--- config.mk ---
export PLATFORM = sky130hd
export DESIGN_NAME = serial_subtractor
export DESIGN_NICKNAME = d
export VERILOG_FILES = /design/src/rtl/serial_subtractor.sv
export SDC_FILE = /design/constraint.sdc
export NUM_CORES = 1
export LEC_CHECK = 0
export ABC_AREA = 1
export BUFFER_PORTS_ARGS = -buffer_cell sky130_fd_sc_hd__buf_2
export CAP_MARGIN = 20
export CORE_ASPECT_RATIO = 1.5
export CORE_MARGIN = 2
export CORE_UTILIZATION = 55
export CTS_CLUSTER_DIAMETER = 30
export DETAILED_ROUTE_END_ITERATION = 7
export HOLD_SLACK_MARGIN = 0.06
export PLACE_DENSITY = 0.79
export RECOVER_POWER = 50
export SYNTH_ARGS = -nofsm -noshare
export SYNTH_HDL_FRONTEND = slang
export SYNTH_SLANG_ARGS = --single-unit
--- constraint.sdc ---
create_clock -name clk -period 2.06 [get_ports clk]
set_input_delay 0.412 -clock clk [delete_from_list [all_inputs] [get_ports clk]]
set_output_delay 0.412 -clock clk [all_outputs]
set_load 0.03 [all_outputs]
--- src/rtl/serial_subtractor.sv ---
// Bit-serial N-bit subtractor: diff = a - b - bin, one bit per clock, LSB first,
// using a single full-subtractor cell behind a start/busy/done handshake.
module serial_subtractor #(
  parameter int unsigned WIDTH = 8
) (
  input  logic             clk,
  input  logic             rst,
  input  logic             start,
  input  logic [WIDTH-1:0] a,
  input  logic [WIDTH-1:0] b,
  input  logic             bin,
  output logic             busy,
  output logic             done,
  output logic [WIDTH-1:0] diff,
  output logic             bout
);

  localparam int unsigned   CW   = (WIDTH > 1) ? $clog2(WIDTH) : 1;
  localparam logic [CW-1:0] LAST = CW'(WIDTH - 1);

  typedef enum logic [1:0] {
    IDLE,
    RUN,
    DONE
  } state_t;

  state_t state, state_next;

  logic [WIDTH-1:0] a_sh;
  logic [WIDTH-1:0] b_sh;
  logic [WIDTH-1:0] res_sh;
  logic [WIDTH-1:0] res_next;
  logic [CW-1:0]    cnt;
  logic             br;
  logic             br_next;
  logic             a_bit;
  logic             b_bit;
  logic             d;
  logic             last_bit;

  // Full-subtractor cell on the current LSBs plus result shift-in.
  always_comb begin
    a_bit    = a_sh[0];
    b_bit    = b_sh[0];
    d        = a_bit ^ b_bit ^ br;
    br_next  = (~a_bit & b_bit) | (~(a_bit ^ b_bit) & br);
    // Shift then overwrite the MSB so the expression stays legal for WIDTH=1.
    res_next            = res_sh >> 1;
    res_next[WIDTH-1]   = d;
    last_bit = (cnt == LAST);
  end

  // State register.
  always_ff @(posedge clk) begin
    if (rst) begin
      state <= IDLE;
    end else begin
      state <= state_next;
    end
  end

  // Next-state logic and handshake outputs.
  always_comb begin
    state_next = state;
    busy       = 1'b0;
    done       = 1'b0;
    case (state)
      IDLE: begin
        if (start) begin
          state_next = RUN;
        end
      end
      RUN: begin
        busy = 1'b1;
        if (last_bit) begin
          state_next = DONE;
        end
      end
      DONE: begin
        busy       = 1'b1;
        done       = 1'b1;
        state_next = IDLE;
      end
      default: begin
        state_next = IDLE;
      end
    endcase
  end

  // Operand capture, bit-serial shifting and result publication.
  always_ff @(posedge clk) begin
    if (rst) begin
      a_sh   <= '0;
      b_sh   <= '0;
      res_sh <= '0;
      br     <= 1'b0;
      cnt    <= '0;
      diff   <= '0;
      bout   <= 1'b0;
    end else begin
      case (state)
        IDLE: begin
          if (start) begin
            a_sh   <= a;
            b_sh   <= b;
            br     <= bin;
            cnt    <= '0;
            res_sh <= '0;
          end
        end
        RUN: begin
          a_sh   <= a_sh >> 1;
          b_sh   <= b_sh >> 1;
          br     <= br_next;
          res_sh <= res_next;
          cnt    <= cnt + CW'(1);
          if (last_bit) begin
            diff <= res_next;
            bout <= br_next;
          end
        end
        default: begin
        end
      endcase
    end
  end

endmodule
Yosys cells after proc, flatten, opt, wreduce, memory -nomap -nowiden --
Cells that the tools add are included.
Word-level totals: input port bits 20, register bits 39
Cells by class: add/sub/neg operators 1, bitwise gates (word level) 7, reduce and logical (&&, ||, !) cells 6, muxes and demuxes 15, equality and inequality tests 5
Operators by type and width (count):
- $pmux 8 s2 | 3
- $mux 8 | 3
- $pmux 3 s2 | 1
- $reduce_and 2->1 | 3
- $mux 2 | 2
- $ne 2x2->1 const B | 2
- $pmux 2 s2 | 1
- $add 3x1->3 const B | 1
- $eq 3x3->1 const B | 1
- $mux 1 | 3
- $mux 3 | 1
- $and 1x1->1 | 2
- $eq 2x1->1 const B | 1
- $eq 2x2->1 const B | 1
- $logic_not 2->1 | 1
- $not 1->1 | 2
- $pmux 1 s2 | 1
- $reduce_bool 2->1 | 1
- $reduce_or 2->1 | 1
- $xor 1x1->1 | 2
- $or 1x1->1 | 1

Longest topological paths before layout --
Gate-level depths: netlist (run 1).
depth in word-level cells 5, depth in mapped cells 9, mapped depth without buffers 8

Worst setup path after synthesis (run 1) --
OpenSTA, ideal clock, no wires.
kind register -> register, from reg cnt[0], to reg bout, stages on the path, launching flop included 8, period minus slack after synthesis 1.325 ns, setup time 0.128 ns, path slack 0.735 ns, arrival 1.198 ns, buffers on the path 1, required time 1.932 ns, cells stage by stage dfxtp_1 -> ha_1 -> ha_1 -> nand2_2 -> inv_1 -> buf_2 -> o21ai_0 -> nor2_1
Between the ends: cells in the longest elaborated chain, start to end 2
Ends and longest elaborated chain:
- from (decl) | line 33 | logic [CW-1:0] cnt;
- from (signal assigned) | line 116 | cnt <= cnt + CW'(1);
- $eq 3x3->1 | line 50 | last_bit = (cnt == LAST);
- $reduce_and 2->1 (no source line)
- to (signal assigned) | line 119 | bout <= br_next;
- to (decl) | line 15 | output logic bout
No other way between the ends. A chain may end at the register's enable or synchronous reset.

Final worst setup path (run 1) --
from reg state[1], to reg bout
Between the ends: cells in the longest elaborated chain, start to end 2
Ends and longest elaborated chain:
- from (decl) | line 27 | state_t state, state_next;
- from (signal assigned) | line 58 | state <= state_next;
- $eq 2x1->1 | line 101 | case (state)
- $reduce_and 2->1 (no source line)
No other way between the ends.

==> impl_metrics.ini, run 1 <==
[status]
outcome = finished clean

[sta]
report.final.slew_viol_count = 0
final_hold_viol_count = 0
worst_pin_slew_ns = 0.5251
final.setup_skew_ns = 0.006606
rsz0062_at_grt = no
min_period_over_period_pct = 78.34
setup_viol = 0
period_needed_ns = 1.614
setup-tns-final_ns = 0
slew_headroom_pct = 64.99
fmax_mhz = 619.6

[cells_and_area]
num-nets-final = 309
stdcell_count = 323
drive_gt1_share_pct = 11.27
diodes = 0
syn2layout_area_growth_pct = 15.48

[yosys]
synth_nets = 281
yosysWarnings = 0
synthFlopType = dfxtp_1
synth.most_common_cell = nand2_1
synth_top_area_share_pct = 44.61
synth.distinct_cells = 13
yosysSeqAreaShare_pct = 44.61
synthesis.area_um2 = 1705
avgSynthCellArea_um2 = 6.688
synthCells = 255
synthArstFlopShare_pct = 0
ys_top_cells_by_count = nand2_1, nor2_1, dfxtp_1, inv_1, o21ai_0
yosysTopAreaCell = dfxtp_1
ys_seq_elements = 38
synth_edf_count = 0
synthTopCellsByArea = dfxtp_1, nand2_1, nor2_1

[clock_network]
post_cts_buffers = 0
cts_sinks = 38
clk_path_buf_depth = 2
clkLatencyLatePin_ns = 0.29
numCtsBuffers = 5
cts_tree = built
cts_hold_buf = 0
post_cts_resized = 0
path_clk_slew_ns = 0.07
htreeDepth = 2
root_buffer = clkbuf_8

[drt]
drt_wl_total_mm = 3.267
routedWlPerCell_um = 10.11
dr.pass1.iters = 4
postRouteAntennaNets = 0
drtIter0Drc = 27
vias = 1536
viasPerCell = 4.755
route.detailed.drc = 0

[floorplanning]
num_io_pins = 31
dieArea_um2 = 3571
start_util_pct = 57.95
die_y_um = 72.20
rows = 24
die_x_um = 49.47
core_um2 = 2943

[global_routing]
grt_antenna_before_repair = 0
grt_overflow = 0
grt_max_degree = 44
grt_pass1_vias = 1382
grt_pass1_wl_mm = 5.761
grt_usage_pct = 20.78

[power]
power.switching_uw = 550.8
p_seq_share_pct = 44.6
leakage_nw = 0.9242
p_int_mw = 1.310
power.density_nw_per_um2 = 944.8
combPwrFrac_pct = 22.1
ir_drop_mv = 0.6299
swShare_pct = 29.60
pwr-share-clk_pct = 33.4

[worst_setup_path]
crit_type = reg -> reg
arrival_ns = 1.79
start_kind = flip-flop
end_kind = flip-flop
cp_max_fo = 14
crit_required_ns = 2.24

[place]
dp.final_hpwl_mm = 2.186
numPortBuffers = 30
place.gp.congestion = 0.7874
place_inst = 315

[flow_run]
maxCapViolations = 0

[worst_hold_path]
hold_path.class = in -> reg
## critical path, stage by stage, from the launching register on
cell	delay [ns]
dfxtp_1	0.36
inv_1	0.07
ha_1	0.21
buf_4	0.19
nand2_1	0.21
inv_1	0.22
o21ai_0	0.19
nor2_1	0.05
## per-layer routing
metal  GRT usage [%]  share of wire (%)
met3           5.967                4.3
met5               0                  0
met4           8.333                1.6
met2           36.19                 50
met1           23.87                 44
## sequential cells by signal (all words and copies together), names as in the netlist
name and count:
b_sh 8, br 1, state 2, bout 1
res_sh 7, cnt 3, diff 8, a_sh 8
## path summary, 6_finish.rpt
path | end | from | cells after the start | slack [ns]
setup / recovery | bout | state[1] | 7 | 0.45
hold / removal | b_sh[3] | b[3] | 5 | 0.44
setup reg to reg | bout | state[1] | 7 | 0.45
hold reg to reg | res_sh[1] | res_sh[1] | 2 | 0.47
## per-stage QoR
stage	cell area [µm²]	hold WS [ns]	util (%)	setup WS [ns]	total power, mW
2_1_floorplan	1705	0.4370	-	0.7349	1.170
3_3_place_gp	1882	0.4478	63.95	0.5897	1.254
3_5_place_dp	1882	0.4567	63.95	0.5586	1.259
4_1_cts	1988	0.4373	67.56	0.4706	1.877
5_1_grt	1969	0.4810	66.92	0.2759	1.970
6_report	1969	0.4414	66.92	0.4461	1.861
## cell type report
type                            count  area [µm²]
Clock inverter                      1       30.03
Timing Repair Buffer               35       171.4
Tap cell                           39       48.80
Inverter                           27       101.3
Sequential cell                    38       760.7
Multi-Input combinational cell    176       780.7
Clock buffer                        7       76.32
Fill cell                         292       973.4
## cell usage in the layout, fill, tap and decap left out
master / Yosys / final
nand2_1: 78 / 79
nor2_1: 44 / 44
dfxtp_1: 38 / 38
inv_1: 26 / 26
buf_2: 6 / 20
o21ai_0: 19 / 19
a21oi_1: 17 / 17
clkbuf_1: 8 / 13
nand3_1: 10 / 10
ha_1: 5 / 5
clkbuf_8: 0 / 5
buf_4: 0 / 4
inv_2: 1 / 1
nand2_2: 2 / 1
fa_1: 1 / 1
bufinv_16: 0 / 1
## cells by family after synthesis
logic type                 count (synthesis)  share of synthesized area, %
and+or+nand+nor                          134                         30.52
buffers and inverters                     41                         9.464
DFF                                       38                         44.61
AOI/OAI and AO/OA                         36                         10.56
adders and majority gates                  6                         4.842
## power by group through the flow
stage          registers [mW]  clock network [mW]  logic [mW]
6_report                0.829               0.621       0.410
2_1_floorplan           0.840                   0       0.330
4_1_cts                 0.830               0.633       0.415
5_1_grt                 0.835               0.651       0.484
3_3_place_gp            0.843                   0       0.411
3_5_place_dp            0.846                   0       0.412
Power figures use the tool's default switching activity.
==> run 2: changes to the inputs <==
CORE_UTILIZATION = 54   (was 55)
PLACE_DENSITY = 0.78   (was 0.79)
clock period = 1.6 ns   (was 2.06 ns; I/O delays follow)
==> run 2 against run 1 <==
Compared with the run above:
- power is 29% higher
- design area is 1.7% higher
- clock skew hardly changed
- global-route usage is 0.54 points lower
- flip-flop and latch count stayed put
- critical endpoint is now busy
- critical path depth is 4 lower
- worst setup slack worse by 0.35 ns
- largest power group unchanged
- die area is 1.7% higher
- combinational power is 33% higher
==> impl_metrics.ini, run 2 (synthesized netlist as in run 1, its figures left out) <==
[drt]
drtIter0Drc = 22
postRouteAntennaNets = 0
dr.pass1.iters = 4
route.detailed.drc = 0
viasPerCell = 4.813
drt_wl_total_mm = 3.176
vias = 1569
routedWlPerCell_um = 9.742

[status]
outcome = finished clean

[clock_network]
cts_hold_buf = 0
root_buffer = clkbuf_8
post_cts_buffers = 0
cts_tree = built
cts_sinks = 38
post_cts_resized = 0
clkLatencyLatePin_ns = 0.29
htreeDepth = 2
clk_path_buf_depth = 2
path_clk_slew_ns = 0.07
numCtsBuffers = 5

[worst_setup_path]
end_kind = primary output
crit_type = reg -> out
start_kind = flip-flop
crit_required_ns = 1.28
worst_r2r_path_depth = 8
arrival_ns = 1.18
cp_max_fo = 3

[worst_hold_path]
hold_path.class = in -> reg
holdPathStages = 5

[sta]
period_needed_ns = 1.505
slew_headroom_pct = 75.97
worst_pin_slew_ns = 0.3621
report.final.slew_viol_count = 0
setup-tns-final_ns = 0
rsz0062_at_grt = no
final.setup_skew_ns = 0.006493
setup_viol = 0
min_period_over_period_pct = 94.04
fmax_mhz = 664.6
final_hold_viol_count = 0

[global_routing]
grt_usage_pct = 20.23
grt_pass1_vias = 1396
grt_pass1_wl_mm = 5.554
grt_antenna_before_repair = 0
grt_max_degree = 44
grt_overflow = 0

[cells_and_area]
diodes = 0
drive_gt1_share_pct = 13.29
num-nets-final = 311
stdcell_count = 326
syn2layout_area_growth_pct = 17.46
final_cell_mix = nand2_1, nor2_1, dfxtp_1
fillers = 289
mostFrequentLayoutCell = nand2_1
top_regs = a_sh (8), b_sh (8), diff (8)

[floorplanning]
die_y_um = 72.83
dieArea_um2 = 3633
die_x_um = 49.89
start_util_pct = 55.07
core_um2 = 3097
rows = 25
num_io_pins = 31

[place]
numPortBuffers = 30
place.gp.congestion = 0.7614
dp.final_hpwl_mm = 2.164
place_inst = 318

[power]
leakage_nw = 0.9504
power.density_nw_per_um2 = 1203
ir_drop_mv = 0.9397

[flow_run]
maxCapViolations = 0
-- run 2: final timing paths --
| check | endpoint | startpoint | slack [ns] |
|---|---|---|---|
| max | busy | state[1] | 0.1 |
| min | b_sh[2] | b[2] | 0.35 |
| max reg2reg | bout | state[1] | 0.16 |
| min reg2reg | res_sh[1] | res_sh[1] | 0.46 |
-- run 2: final cells by class --
type	count	area, µm²	area share (%)
Tap cell	40	50.05	2.498
Sequential cell	38	760.7	37.98
Clock buffer	5	68.82	3.435
Multi-Input combinational cell	176	780.7	38.98
Timing Repair Buffer	37	201.4	10.06
Clock inverter	3	40.04	1.999
Inverter	27	101.3	5.059
-- run 2: power breakdown --
| group | switching, mW | internal, mW |
|---|---|---|
| Sequential | 0.0296 | 1.04 |
| Clock | 0.337 | 0.458 |
| Combinational | 0.349 | 0.198 |
-- run 2: critical path: stages (launching register included) --
cell and delay (ns):
dfxtp_1 0.37, inv_1 0.08, ha_1 0.26, buf_2 0.18
-- run 2: metrics by stage --
step	setup slack, ns	hold slack [ns]	utilization [%]	total power, mW	cell area [µm²]
2_1_floorplan	0.2749	0.4370	-	1.506	1705
3_3_place_gp	0.2507	0.4463	61.70	1.631	1911
3_5_place_dp	0.1899	0.4514	61.70	1.641	1911
4_1_cts	0.09099	0.3474	65.21	2.438	2019
5_1_grt	0.01237	0.3773	64.69	2.562	2003
6_report	0.09538	0.3505	64.69	2.409	2003
-- run 2: layer usage --
metal / share of wire, % / vias to the layer above / wire (µm) / track usage (%)
li1: - / 835 / - / -
met1: 44 / 689 / 1397 / 21.18
met2: 49 / 40 / 1555 / 36.00
met3: 5.1 / 5 / 163 / 6.352
met4: 1.9 / 0 / 59 / 10.19
met5: 0 / - / 0 / 0
==> run 3: changes to the inputs <==
CORE_UTILIZATION = 55   (was 54)
PLACE_DENSITY = 0.79   (was 0.78)
clock period = 1.88 ns   (was 1.6 ns; I/O delays follow)
==> run 3 against run 2 <==
Compared with the run above:
- combinational power is 16% lower
- sequential share of layout area rose by 0.63 points
- power down 19%
- utilization grew 2.3 points
- worst setup slack improved by 0.23 ns
- final cell count is 0.92% lower
- critical path type unchanged
- critical endpoint unchanged
==> impl_metrics.ini, run 3 (synthesized netlist as in run 1, its figures left out) <==
[place]
dp.final_hpwl_mm = 2.142
dpl_cell_area_um2 = 1894
numPortBuffers = 30
place.gp.congestion = 0.7618

[worst_setup_path]
cpPeakStageDelay_ns = 0.36
crit_path_start = state[1]
cp_max_fo = 3
cp.buffers_inverters = 2
rr_startpoint = state[1]
rrSetupSlack_ns = 0.34
crit_required_ns = 1.50
worstSetupPathDepth = 3
path_cells = inv_1, ha_1, buf_2
arrival_ns = 1.18
crit_family = flip-flops
start_kind = flip-flop
crit_type = reg -> out
reg2reg_to = state[1]
cpMaxStageDelayCell = dfxtp_1
end_kind = primary output
worst_r2r_path_depth = 7
cp-endpoint = busy

[drt]
route.detailed.drc = 0
viasPerCell = 4.743
vias = 1532
drtIter0Drc = 31
postRouteAntennaNets = 0
drt_wl_total_mm = 3.077
routedWlPerCell_um = 9.526
dr.pass1.iters = 4

[status]
outcome = finished clean

[floorplanning]
rows = 24
die_y_um = 72.20
dieArea_um2 = 3571
start_util_pct = 57.95
die_x_um = 49.47
core_um2 = 2943
num_io_pins = 31

[cells_and_area]
final_util_pct = 66.96
design_area_um2 = 1971
num-nets-final = 309
top_regs = a_sh (8), b_sh (8), diff (8)
syn2layout_area_growth_pct = 15.55
final_cell_mix = nand2_1, nor2_1, dfxtp_1
diodes = 0
drive_gt1_share_pct = 11.97
mostFrequentLayoutCell = nand2_1

[power]
power.density_nw_per_um2 = 990.3
ir_drop_mv = 0.6047
total_power_mw = 1.952
leakage_nw = 0.9224

[clock_network]
post_cts_resized = 0
cts_sinks = 38
clkLatencyLatePin_ns = 0.29
cts_tree = built
root_buffer = clkbuf_8
post_cts_buffers = 0
path_clk_slew_ns = 0.07
cts_hold_buf = 0
clk_path_buf_depth = 2
numCtsBuffers = 5
htreeDepth = 2

[sta]
fmax_mhz = 642.6
period_needed_ns = 1.556
setup-tns-final_ns = 0
final_hold_viol_count = 0
final.setup_skew_ns = 0.005913
hold-worst-slack_ns = 0.4125
setup_viol = 0
min_period_over_period_pct = 82.78
slew_headroom_pct = 55.41
rsz0062_at_grt = no
worst_pin_slew_ns = 0.6682
report.final.slew_viol_count = 0

[global_routing]
grt_antenna_before_repair = 0
grt_pass1_vias = 1455
grt_pass1_wl_mm = 5.678
grt_max_degree = 33
grt_usage_pct = 20.11
grt_overflow = 0

[worst_hold_path]
hold_path.class = in -> reg

[flow_run]
maxCapViolations = 0
## run 3: through the flow
step / std cells / setup WS (ns)
after global placement: 315 / 0.4275
final: 323 / 0.3238
after CTS: 323 / 0.3134
after global routing: 323 / 0.1577
after floorplan: 255 / 0.5549
after detailed placement: 315 / 0.3686
## run 3: worst min-delay path by stage
stage,startpoint,endpoint,slack (ns),cells past startpoint
floorplan,res_sh[1],res_sh[1],0.44,2
global placement,res_sh[1],res_sh[1],0.44,2
detailed placement,diff[1],diff[1],0.45,2
CTS,a[1],a_sh[1],0.41,5
global route,a[5],a_sh[5],0.45,5
finish,a[1],a_sh[1],0.41,5
## run 3: layout make-up
class | count | area (µm²)
fill | 285 | 972.2
clock inverter | 2 | 12.51
inverter | 27 | 101.3
clock buffer | 6 | 82.58
tap | 39 | 48.80
timing repair buffer | 35 | 181.4
multi-input combinational | 176 | 783.3
sequential | 38 | 760.7
## run 3: worst min-delay path, cell delays in order
cell,delay (ns)
buf_2,0.07
nand2_1,0.04
o21ai_0,0.06
nor2_1,0.04
nor2_1,0.08
## run 3: power by group
group	internal (mW)	switching, mW	total (mW)
Clock	0.295	0.290	0.585
Combinational	0.165	0.295	0.460
Sequential	0.882	0.0243	0.907
## run 3: per-layer routing
metal  GRT usage, %  vias to the layer above  share of wire [%]
met5              0                        -                  0
met4          8.025                        0                1.7
met3          6.173                        7                4.9
met2          36.64                       30                 48
met1          21.46                      661                 45
li1               -                      834                  -
